$ cat src/rtl/counter_pkg.sv
`default_nettype none
// ============================================================================
// Module : counter_pkg
// Brief  : Shared constants and helpers for the counter_4b up-counter.
// Rev    : 1.0  initial release
// ============================================================================
package counter_pkg;

  localparam int CNT_W_DEFAULT = 4;

  // All-ones value for a counter of the given width (width < 32).
  function automatic int unsigned cnt_max(input int unsigned width);
    return (32'd1 << width) - 32'd1;
  endfunction

endpackage : counter_pkg
`default_nettype wire

$ cat src/rtl/counter_4b.sv
`default_nettype none
// ============================================================================
// Module : counter_4b
// Brief  : Free-running modulo-2^WIDTH up-counter with synchronous count
//          enable, asynchronous active-low clear and terminal-count flag.
// Rev    : 1.0  initial release
// ============================================================================
module counter_4b
  import counter_pkg::*;
#(
  parameter int WIDTH = CNT_W_DEFAULT
) (
  input  logic             clk,
  input  logic             clr,
  input  logic             ce,
  output logic [WIDTH-1:0] q,
  output logic             tc
);

  localparam logic [WIDTH-1:0] C_MAX = WIDTH'(cnt_max(WIDTH));
  localparam logic [WIDTH-1:0] C_ONE = WIDTH'(1);

  logic [WIDTH-1:0] w_next;

  // Natural overflow of the WIDTH-bit add gives the wrap to zero.
  assign w_next = q + C_ONE;

  always_ff @(posedge clk or negedge clr) begin
    if (!clr) begin
      q <= '0;
    end else if (ce) begin
      q <= w_next;
    end
  end

  assign tc = clr & ce & (q == C_MAX);

endmodule : counter_4b
`default_nettype wire

$ cat config.mk
export PLATFORM = sky130hd
export DESIGN_NAME = counter_4b
export DESIGN_NICKNAME = d
export VERILOG_FILES = /design/src/rtl/counter_pkg.sv /design/src/rtl/counter_4b.sv
export SDC_FILE = /design/constraint.sdc
export NUM_CORES = 1
export LEC_CHECK = 0
export BUFFER_PORTS_ARGS = -buffer_cell sky130_fd_sc_hd__buf_4
export CORE_AREA = 2 2 39 41
export DETAILED_ROUTE_END_ITERATION = 16
export DIE_AREA = 0 0 41 43
export PLACE_DENSITY = 0.4
export SETUP_SLACK_MARGIN = 0.1
export SYNTH_ARGS = -nofsm -noshare
export SYNTH_HDL_FRONTEND = slang
export SYNTH_SLANG_ARGS = --single-unit
$ cat constraint.sdc
create_clock -name clk -period 1.5 [get_ports clk]
set_clock_uncertainty 0.2 [all_clocks]
set_input_delay 0.15 -clock clk [delete_from_list [all_inputs] [get_ports clk]]
set_output_delay 0.15 -clock clk [all_outputs]
set_load 0.005 [all_outputs]
# Word level (Yosys, flattened, before mapping)
# Cells that the tools add are included.
# op_classes
n_addsub	1
eq_ne	1
n_bitwise	2
# ops
cell	count
$add 4x1->4 const B	1
$eq 4x4->1 const B	1
$and 1x1->1	2
# word_totals
regBits	4
in_bits	3
out_inout_bits	5
word_cells	5

# Depth between registers and ports, before layout
# logic_depth
depth_word	2
depth_mapped	3
depth_no_buf	3

# Worst setup path before layout
# OpenSTA, ideal clock, no wires.
# synth_path
kind	reg-to-reg
from	register q[0]
to	register q[1]
setup_ns	0.125
arrival_time_ns	0.937
required_time_ns	1.175
path_slack_ns	0.239
stages_incl_launch_ff	3
n_path_buf	0
synth_period_minus_slack_ns	1.261
cell_sequence	dfrtp_1 > ha_1 > mux2_2
# synth_via
elab_chain_len	1
# synth_lines
item	line_no	rtl
from (decl)	counter_4b.sv:16	output logic [WIDTH-1:0] q,
from (signal assigned)	counter_4b.sv:32	q <= w_next;
$add 4x1->4	counter_4b.sv:26	assign w_next = q + C_ONE;
net w_next[1]	counter_4b.sv:23	logic [WIDTH-1:0] w_next;
# The timed path passes the listed nets, and every way through them passes these cells.
# A chain may end at the register's enable or synchronous reset.

# Worst setup path in the final report
# layout_path
from	register q[1]
to	output port tc
# layout_via
elab_chain_len	2
# layout_lines
item	line_no	rtl
$eq 4x4->1	counter_4b.sv:36	assign tc = clr & ce & (q == C_MAX);
$and 1x1->1	counter_4b.sv:36	
to (decl)	counter_4b.sv:17	output logic tc
# No other way between the ends.

==> flow_results.org <==
** Status
- The flow ran to the end, and the final reports show no timing, DRC or antenna violations.

** Route
- Number of design rule violations left after detail routing :: 0
- The first TritonRoute pass finished after 2 iterations.
- Via/cell ratio :: ~3.6
- The detail route stage leaves a number of antenna-violating nets equal to 0.
- Routed WL per cell :: about 9 um
- The routed design has roughly 400 um of wire.
- Routed vias :: approximately 160
- For this block, the initial DRC count from the detailed router was 4.

** Setup path
- Reg-to-reg startpoint :: q[1]$_DFFE_PN0P_
- Worst Setup Path Type :: reg2out
- Cell at the slowest stage of the critical path :: sky130_fd_sc_hd__dfrtp_1
- Number of buffer and inverter instances along the worst setup path :: 1
- STA classifies the critical path startpoint as a flop.
- For the worst setup path, the data arrival time is 1.02 ns.
- Reg2reg setup slack :: about 0.28 ns
- Nature of the critical path endpoint :: output pin
- Delay-heaviest family, CP :: flip-flops
- R2R Path End :: q[1]$_DFFE_PN0P_
- For this run, the slowest stage of the critical path takes about 0.38 ns.
- Data on the critical path is required at its endpoint by between 1 and 1.5 ns.
- Critical Path Source :: q[1]$_DFFE_PN0P_
- Counting cells, the worst reg-to-reg path comes to 2.
- Walking the worst path, the cells encountered are ha_2 > nand2_2 > nor2_1 > buf_4.
- Biggest fanout along the worst timing path :: 2

** Timing
- Share of the clock period used by the worst path after layout :: around nine tenths
- After layout, the minimum clock period comes to about 1.4 ns.
- Transition time at the pin with the least slew margin :: roughly 0.19 ns
- Across all setup checks in the final design, the least slack found is around 0.13 ns.
- RSZ-0062 raised after global routing :: yes
- The number of max-slew violations in the final report came to 0.
- Setup violations remaining at the end of the flow were counted as 0.
- After routing, the total negative slack on setup checks comes to 0 ns.
- In this run the tightest slew margin relative to its limit is roughly 87%.
- Worst hold slack :: approximately 0.017 ns
- The final-report hold violation count is 0.
- Derived from the worst setup path, the maximum achievable clock frequency is approximately 730 MHz.

** GRT
- Antenna violations before repair :: 0
- The via count of the first global-routing pass came to 163.
- The first global-routing pass estimated around 660 um of wire.
- GRT Resource Usage Total :: ~6.4%
- Maximum number of pins on one net before global-route repair :: 5
- The total overflow left after global routing is 0.

** Yosys
- The synthesized design spends more area on one cell type than any other, namely sky130_fd_sc_hd__dfrtp_1.
- Flip-flop and latch count after synthesis :: 4
- Synthesis produced a netlist whose cell count is 13.
- Synth top area share :: about three fifths
- Netlist Area Pre-Place :: approximately 170 um2
- Ranking of synthesized cells by instance count :: sky130_fd_sc_hd__dfrtp_1 (4), sky130_fd_sc_hd__xnor2_1 (2)
- The synthesized netlist contains 9 unique library cells.
- Yosys attributes the largest share of cell area to sky130_fd_sc_hd__dfrtp_1 (59%), sky130_fd_sc_hd__xnor2_1 (10%), sky130_fd_sc_hd__ha_1 (7.4%).
- Counting flops with an async set or reset pin after synthesis yields a share of 100.0%.
- Yosys instantiated no cell more often than sky130_fd_sc_hd__dfrtp_1.
- Yosys mapped a number of flops with a built-in enable equal to 0.
- In this run the mean area of a mapped cell was roughly 13 um2.
- Number of nets in the synthesized netlist :: 17
- Number of warnings printed during yosys synthesis :: 0
- The most used flip-flop cell after synthesis is sky130_fd_sc_hd__dfrtp_1.
- Part of the Yosys area used for sequential elements :: between 50% and 60%

** Min path
- The min-delay analysis places its worst path in the category in2reg.
- Worst-case hold path end point :: q[2]$_DFFE_PN0P_
- Along the worst hold path, the cell count comes to 3.
- Hold Crit Start :: ce

** Placed design
- Port buffering added 7 buffers.
- Cell count after placement :: 36
- Worst setup timing slack at the placement stage :: 0.2136 ns
- Routability Congestion :: 0.6239

** Floorplan
- Initial core utilization :: 12.21%
- The die is 43 um tall.
- The floorplan step defined a die boundary enclosing around 1800 um2.
- The floorplan has 14 rows.
- Placeable Area :: around 1400 um2
- From left edge to right edge, the die measures 41 um.
- Number of primary I/O pins :: 8

** Run
- Count of maximum capacitance violations :: 0

** Pwr
- Cell internal power was estimated by the tool at 444.2 uW.
- Proportion of total power due to net switching :: slightly below 30%
- Reg power frac :: 34.3%
- Combinational logic is responsible for around 46% of the overall power.
- In this run the static leakage power is about 0.00015 uW.
- Net switching component of the power :: between 150 and 200 uW
- Power density over the cells :: between 1500 and 2000 nW/um2
- Per report_power, the clock group accounts for between 20 and 25% of the total.
- IR analysis of the VDD net gives a maximum drop of approximately 760 uV.

** Final layout
- Excluding fillers, the count of instances in the completed layout stands at 45.
- Counting flops per register, the top entry is q.
- Antenna cells :: 0
- Layout cells sized above 1 :: between 50% and 60%
- Top Registers :: q (4)
- Number of nets in the layout :: 35
- Synthesis-to-layout area growth :: 90.37%
- The register with the most flip-flops in the layout has 4 of them.

** CTS
- Inserted Clock Buffers :: 3
- In this run the clock root is driven by a sky130_fd_sc_hd__clkbuf_4.
- TritonCTS built the clock tree.
- Clock network latency to the later pin of the worst-skew pair :: about 0.23 ns
- For this design, the sink count on the clock tree is 4.
- Clock-pin slew was measured on the worst setup and hold paths at approximately 0.04 ns.
- In this run the deepest clock path goes through 2 buffers.
- Number of H-tree levels :: 1
-- metal layers --
metal,vias up,global-route usage [%],routed length (um)
met2,10,7.500,157
met5,-,0,0
met3,2,7.853,67
met1,73,6.863,166
met4,0,2.000,6
li1,77,-,-
-- per-stage QoR --
| step | instance area [um2] | power [uW] | utilization, % |
|---|---|---|---|
| after detailed placement | 241.5 | 427.4 | 17.45 |
| after global placement | 241.5 | 415.6 | 17.45 |
| after global routing | 321.6 | 689.6 | 23.24 |
| final | 321.6 | 631.4 | 23.24 |
| after CTS | 314.1 | 617.3 | 22.69 |
| after floorplan | 168.9 | 311.3 | - |
-- worst max path at each step --
stage	end	cells past startpoint
final	tc	4
after global routing	tc	4
after CTS	tc	4
after detailed placement	q[1]$_DFFE_PN0P_	2
after global placement	q[1]$_DFFE_PN0P_	2
after floorplan	q[1]$_DFFE_PN0P_	2
-- cell type report --
class	instances	area (um2)
fillers	154	1062
repair buffers	13	105.1
flip-flops and latches	4	100.1
multi-input cells	9	73.82
clock buffers	3	22.52
well taps	16	20.02
-- power by group through the flow --
stage | Clock (uW) | Combinational [uW] | Sequential (uW)
floorplan | 0 | 85.1 | 226
global placement | 0 | 192 | 223
detailed placement | 0 | 197 | 231
CTS | 133 | 271 | 213
global route | 152 | 317 | 221
finish | 127 | 288 | 216
-- repair_timing --
item | 4_1_cts | 5_1_grt
cloned | 0 | 0
hold buffers | 3 | 0
gates resized for setup | 2 | 0
endpoints found under the setup margin | 1 | 1
pin swaps | 0 | 2
setup buffers | 2 | 1
hold endpoints to repair | 5 | 0
-- worst register-to-register path, delay by kind of cell (launching register included) --
kind | cells | cell delay (ns)
flip-flops | 1 | 0.38
multiplexers | 1 | 0.26
adder cells (fa/ha/maj) | 1 | 0.27
-- cells in the final DEF, fill, tap and decap left out --
cell type	instances
sky130_fd_sc_hd__buf_4	10
sky130_fd_sc_hd__clkbuf_4	3
sky130_fd_sc_hd__dfrtp_1	4
sky130_fd_sc_hd__dlygate4sd3_1	3
sky130_fd_sc_hd__ha_2	1
sky130_fd_sc_hd__mux2_2	1
sky130_fd_sc_hd__nand2_2	1
sky130_fd_sc_hd__nand3_1	1
sky130_fd_sc_hd__nand4_1	1
sky130_fd_sc_hd__nor2_1	1
sky130_fd_sc_hd__xnor2_1	2
sky130_fd_sc_hd__xor2_1	1
-- kinds of logic (layout without fill, tap and decap cells) --
family | Yosys count | count (layout) | share of synthesized area [%]
adders and majority gates | 1 | 1 | 7.406
DFF | 4 | 4 | 59.26
and+or+nand+nor | 4 | 4 | 11.11
buffers and inverters | 0 | 16 | 0
xor gates and xnor gates | 3 | 3 | 15.56
muxes | 1 | 1 | 6.666
Power figures use the tool's default switching activity.
